File: src/rtl/frame_tracker.sv
// frame_tracker
//   Counts vertical-sync falling edges after a ROM download finishes and opens
//   a "dump window" starting at a chosen frame number for a chosen number of
//   frames (0 = never closes).
//
// Ports
//   clk        in   system clock, all state changes on its rising edge
//   rst        in   asynchronous active-high reset
//   VGA_VS     in   vertical sync (same clock domain), active-high pulse
//   led        in   ROM download in progress; forces the tracker back to idle
//   frame_cnt  out  [31:0] VS falling edges counted since the download ended
//   vs_fall    out  one-cycle pulse per detected VS falling edge
//   dump_start out  one-cycle pulse on entry to the dump window
//   dump_en    out  high while the dump window is open
//   dump_done  out  sticky, high once a finite dump window has closed
module frame_tracker #(
    parameter logic [31:0] DUMP_START  = 32'd0,
    parameter logic [31:0] DUMP_FRAMES = 32'd0
) (
    input  logic        clk,
    input  logic        rst,
    input  logic        VGA_VS,
    input  logic        led,
    output logic [31:0] frame_cnt,
    output logic        vs_fall,
    output logic        dump_start,
    output logic        dump_en,
    output logic        dump_done
);

    typedef enum logic [1:0] {
        S_WAIT  = 2'd0,
        S_COUNT = 2'd1,
        S_DUMP  = 2'd2,
        S_DONE  = 2'd3
    } state_t;

    state_t      state_q, state_d;
    logic        vs_l_q, vs_l_d;
    // vs_l resets to 1, which on its own would turn a VS that is already low
    // at reset release into a fake edge. vs_valid_q masks detection until
    // vs_l holds a real sample of VGA_VS.
    logic        vs_valid_q, vs_valid_d;
    logic [31:0] frame_cnt_q, frame_cnt_d;
    logic [31:0] win_cnt_q, win_cnt_d;
    logic        vs_fall_q, vs_fall_d;
    logic        dump_start_q, dump_start_d;
    logic        dump_en_q, dump_en_d;
    logic        dump_done_q, dump_done_d;
    logic        edge_det;

    assign edge_det = vs_valid_q & vs_l_q & ~VGA_VS;

    always_comb begin
        state_d      = state_q;
        vs_l_d       = VGA_VS;
        vs_valid_d   = 1'b1;
        frame_cnt_d  = frame_cnt_q;
        win_cnt_d    = win_cnt_q;
        vs_fall_d    = edge_det;
        dump_start_d = 1'b0;
        dump_en_d    = dump_en_q;
        dump_done_d  = dump_done_q;

        if (led) begin
            // download in progress wins over any simultaneous VS edge
            state_d     = S_WAIT;
            frame_cnt_d = 32'd0;
            win_cnt_d   = 32'd0;
            dump_en_d   = 1'b0;
            dump_done_d = 1'b0;
        end else begin
            case (state_q)
                // an edge in the exit cycle is deliberately not counted
                S_WAIT: state_d = S_COUNT;
                S_COUNT: begin
                    if (edge_det) begin
                        frame_cnt_d = frame_cnt_q + 32'd1;
                        if (frame_cnt_q == DUMP_START) begin
                            state_d      = S_DUMP;
                            win_cnt_d    = 32'd0;
                            dump_start_d = 1'b1;
                            dump_en_d    = 1'b1;
                        end
                    end
                end
                S_DUMP: begin
                    if (edge_det) begin
                        frame_cnt_d = frame_cnt_q + 32'd1;
                        win_cnt_d   = win_cnt_q + 32'd1;
                        if ((DUMP_FRAMES != 32'd0) && (win_cnt_q + 32'd1 == DUMP_FRAMES)) begin
                            state_d     = S_DONE;
                            dump_en_d   = 1'b0;
                            dump_done_d = 1'b1;
                        end
                    end
                end
                // DONE only counts; a wrapped frame_cnt never re-arms the window
                default: begin
                    if (edge_det)
                        frame_cnt_d = frame_cnt_q + 32'd1;
                end
            endcase
        end
    end

    always_ff @(posedge clk or posedge rst) begin
        if (rst) begin
            state_q      <= S_WAIT;
            vs_l_q       <= 1'b1;
            vs_valid_q   <= 1'b0;
            frame_cnt_q  <= 32'd0;
            win_cnt_q    <= 32'd0;
            vs_fall_q    <= 1'b0;
            dump_start_q <= 1'b0;
            dump_en_q    <= 1'b0;
            dump_done_q  <= 1'b0;
        end else begin
            state_q      <= state_d;
            vs_l_q       <= vs_l_d;
            vs_valid_q   <= vs_valid_d;
            frame_cnt_q  <= frame_cnt_d;
            win_cnt_q    <= win_cnt_d;
            vs_fall_q    <= vs_fall_d;
            dump_start_q <= dump_start_d;
            dump_en_q    <= dump_en_d;
            dump_done_q  <= dump_done_d;
        end
    end

    assign frame_cnt  = frame_cnt_q;
    assign vs_fall    = vs_fall_q;
    assign dump_start = dump_start_q;
    assign dump_en    = dump_en_q;
    assign dump_done  = dump_done_q;

endmodule

File: config.mk
export PLATFORM = sky130hd
export DESIGN_NAME = frame_tracker
export DESIGN_NICKNAME = d
export VERILOG_FILES = /design/src/rtl/frame_tracker.sv
export SDC_FILE = /design/constraint.sdc
export NUM_CORES = 1
export LEC_CHECK = 0
export ABC_CLOCK_PERIOD_IN_PS = 2600
export BUFFER_PORTS_ARGS = -buffer_cell sky130_fd_sc_hd__buf_2
export CAP_MARGIN = 30
export CORE_MARGIN = 8
export CORE_UTILIZATION = 35
export CTS_BUF_LIST = sky130_fd_sc_hd__clkbuf_8 sky130_fd_sc_hd__clkbuf_16
export DETAILED_ROUTE_END_ITERATION = 7
export GPL_ROUTABILITY_DRIVEN = 0
export GPL_TIMING_DRIVEN = 0
export PLACE_DENSITY = 0.61
export SETUP_SLACK_MARGIN = 0.1
export SYNTH_ARGS = -nofsm -noshare
export SYNTH_HDL_FRONTEND = slang
export SYNTH_SLANG_ARGS = --single-unit
File: constraint.sdc
create_clock -name clk -period 2.6 [get_ports clk]
set_input_delay 0 -clock clk [delete_from_list [all_inputs] [get_ports clk]]
set_output_delay 0 -clock clk [all_outputs]
set_load 0.02 [all_outputs]
==> summary.txt <==
Floorplan
  – Row count: 28
  – Number of I/O pins: 40
  – Core Region: 5820 sq um
  – Total die area: 8590 sq um
  – Die Y-Extent: 92.7 um
  – Starting density of the core: 35.4%
  – Die X-Extent: 92.7 um

Power
  – Clock share of power: 36.9%
  – Net Sw Power: 0.259 mW
  – Pwr/cell area: 437 nW/um^2
  – P_int: 0.807 mW
  – Peak VDD IR: 0.171 mV
  – Sw frac: 24.3%
  – Pleak: 1.11 nW
  – Flop pwr share: 57.7%
  – Combinational share of power: 5.4%

Logic synthesis
  – Yosys top cell by area: dfrtp_1
  – Post-synthesis area per instance: 9.48 sq um
  – Combinational family with the most area after synthesis: simple AND/OR/NAND/NOR gates
  – Post-synth EDFFs: 0
  – Cell variety after synth: 35
  – Asr flop ratio synth: 100%
  – List of most frequent post-synthesis cells: dfrtp_1, nor2_1, xnor2_1, nor4_1, nand4_1
  – Post-synthesis register bit count: 39
  – Post-synthesis mux area share: 0%
  – Synth warn: 0
  – Synth Area in Simple Gates: 30.6%
  – Post-synthesis compound-gate area fraction: 4.56%
  – Yosys top cell area share: 46.2%
  – Most numerous cell in the Yosys netlist: dfrtp_1
  – Synth area leaders: dfrtp_1, xnor2_1, nor2_1
  – Main flop type after synthesis: dfrtp_1
  – XOR/XNOR Fraction of Synth Area: 11.5%
  – Post-synthesis adder-cell area fraction: 1.22%
  – Sequential area share after synthesis: 47.5%
  – Syn_nets: 223
  – Mapped cell area: 2060 sq um
  – Gate Count Post-Synth: 217

Clock network
  – CTS root buffer: clkbuf_8
  – CTS clk-pin slew, worst paths: 0.08 ns
  – Max clock buf depth: 2
  – Clock Sinks: 39
  – Resized Gates After CTS: 0
  – CTS Buf Count: 5
  – Htree depth: 2
  – Post-CTS setup buffers: 0
  – Skew-Pair Late Insertion Delay: 0.30 ns
  – CTS tree: done

Cells and area
  – Fillers: 587
  – Final Non-Filler Cells: 340
  – Share of post-route cells with drive strength above 1: 21.1%
  – Synthesis-to-layout area growth: 18.7%
  – Ant diodes: 0
  – Fin nets: 270

Drt
  – DR WL/cell: 15.3 um
  – Routed Antenna Nets: 0
  – Vias per cell: 5.06
  – Detailed Route WL: 5190 um
  – DR pass1 iterations: 4
  – Residual DRC: 0
  – DRT iter0 DRCs: 71
  – Via count: 1721

STA
  – Rel. slew slack: 46.0%
  – Clock Skews: 0.0101 ns
  – Crit path time final: 2.25 ns
  – Final hold violations: 0
  – # setup viols final: 0
  – Ratio of final minimum period to clock period: 86.6%
  – Worst-Margin Slew: 0.808 ns
  – Setup_tns: 0 ns
  – RSZ-0062 raised after global routing: false
  – Max-slew violation count: 0
  – Fmax: 0.444 GHz

Setup path
  – Worst path required time: 2.80 ns
  – Worst R2R Start: frame_cnt[9]
  – Critical Path Fanout Max: 8
  – Critical Path Sink Type: register
  – Crit path from: frame_cnt[9]
  – Startpoint Class: register
  – Critical path class: reg2reg
  – Worst EP arrival: 2.45 ns

Place
  – Port Buffers: 38
  – Placed Cells incl. Taps: 330
  – Detailed Place HPWL: 3770 um

Global route
  – Met3 Usage GRT: 4.13%
  – Met2 Use GR: 20.2%
  – Number of global-route vias before repair: 1691
  – Met1 Resource Use GR: 15.8%
  – Initial antenna violation count: 0
  – First-pass GRT wire length: 8800 um
  – Total track usage: 12.9%
  – Global routing's busiest layer: met2
  – Pin count of the biggest net entering global routing: 40
  – Overflow after GRT: 0

Worst hold path
  – HP Class: in2reg
  – Worst hold start: led

Run status
  – Status: complete, no violations

Flow run
  – Max cap viols: 0
## layout make-up
class                   count  area, sq um  share of cell area (%)
well taps                  75         93.8                    3.84
flip-flops and latches     39          977                    40.0
plain buffers              12         57.6                    2.36
inverters                   8         30.0                    1.23
repair buffers             40          210                    8.61
multi-input cells         158          992                    40.6
clock buffers               5         68.8                    2.82
clock inverters             3         11.3                   0.461
## final timing paths
kind	end	cells after the start	slack [ns]
setup / recovery	frame_cnt[31]	6	0.35
hold / removal	dump_start	3	0.25
setup reg to reg	frame_cnt[31]	6	0.35
hold reg to reg	dump_en	1	0.51
max in group asynchronous	frame_cnt[15]	3	1.68
min in group asynchronous	vs_fall	3	0.40
## per-layer routing
metal / up-vias / part of all wire (%) / wire, um
li1: 860 / - / -
met1: 824 / 46 / 2390
met2: 29 / 46 / 2390
met3: 8 / 6.0 / 310
met4: 0 / 1.9 / 98
met5: - / 0 / 0
## power groups by stage
stage,clock network (mW),registers (mW),logic (mW)
final,0.394,0.616,0.0573
after detailed placement,0,0.627,0.0563
after CTS,0.407,0.615,0.0587
after floorplan,0,0.629,0.0361
after global routing,0.439,0.616,0.0647
after global placement,0,0.627,0.0560
## flip-flops by register name (all words and copies together) (netlist names)
name        count
dump_en         1
dump_start      1
frame_cnt      32
state_q         2
vs_fall         1
vs_l_q          1
vs_valid_q      1
## stage by stage
step	total power [mW]	hold WS, ns	instance area [sq um]	setup slack (ns)	util (%)
finish	1.07	0.248	2440	0.348	42.0
floorplan	0.665	0.00448	2060	0.391	-
global placement	0.683	0.114	2340	0.376	40.3
CTS	1.08	0.253	2440	0.335	42.0
global route	1.12	0.298	2440	0.190	42.0
detailed placement	0.684	0.119	2340	0.350	40.3
## layout by cell type, fill, tap and decap left out, types with 2 or more instances in the layout
| cell | instances |
|---|---|
| dfrtp_1 | 38 |
| nor2_1 | 34 |
| clkbuf_8 | 5 |
| nor2b_1 | 2 |
| nor3_1 | 4 |
| and3_1 | 5 |
| and2_1 | 2 |
| nand2_1 | 8 |
| and4_1 | 7 |
| xnor2_1 | 20 |
| o21ai_0 | 2 |
| conb_1 | 2 |
| a21oi_1 | 4 |
| xor2_1 | 7 |
| ha_1 | 2 |
| o21ba_2 | 3 |
| clkbuf_1 | 8 |
| or3_1 | 3 |
| dlygate4sd3_1 | 2 |
| nand3_1 | 9 |
| inv_1 | 10 |
| buf_2 | 39 |
| nand4_1 | 12 |
| nand3_2 | 2 |
| or4_1 | 2 |
| buf_4 | 3 |
| nor4_1 | 19 |
## critical path: stages (launching register included)
cell and delay (ns):
dfrtp_1 0.48, nand3_2 0.16, or4_1 0.52, buf_2 0.18
or3_1 0.35, o31a_1 0.29, o21ba_1 0.18
## cells by family (layout without fill, tap and decap cells)
family	after synthesis	after routing
buffers and inverters	20	68
AO/OA/AOI/OAI	13	13
adder cells (fa/ha/maj)	2	2
AND/OR/NAND/NOR	114	114
flip-flops	39	39
XOR/XNOR	27	27
other	2	2
## repair_timing
action	in CTS	in global routing
hold buffers	2	0
hold endpoints to repair	39	0
setup endpoints to repair	0	0
Note: power is estimated with default switching activity, not from simulation.
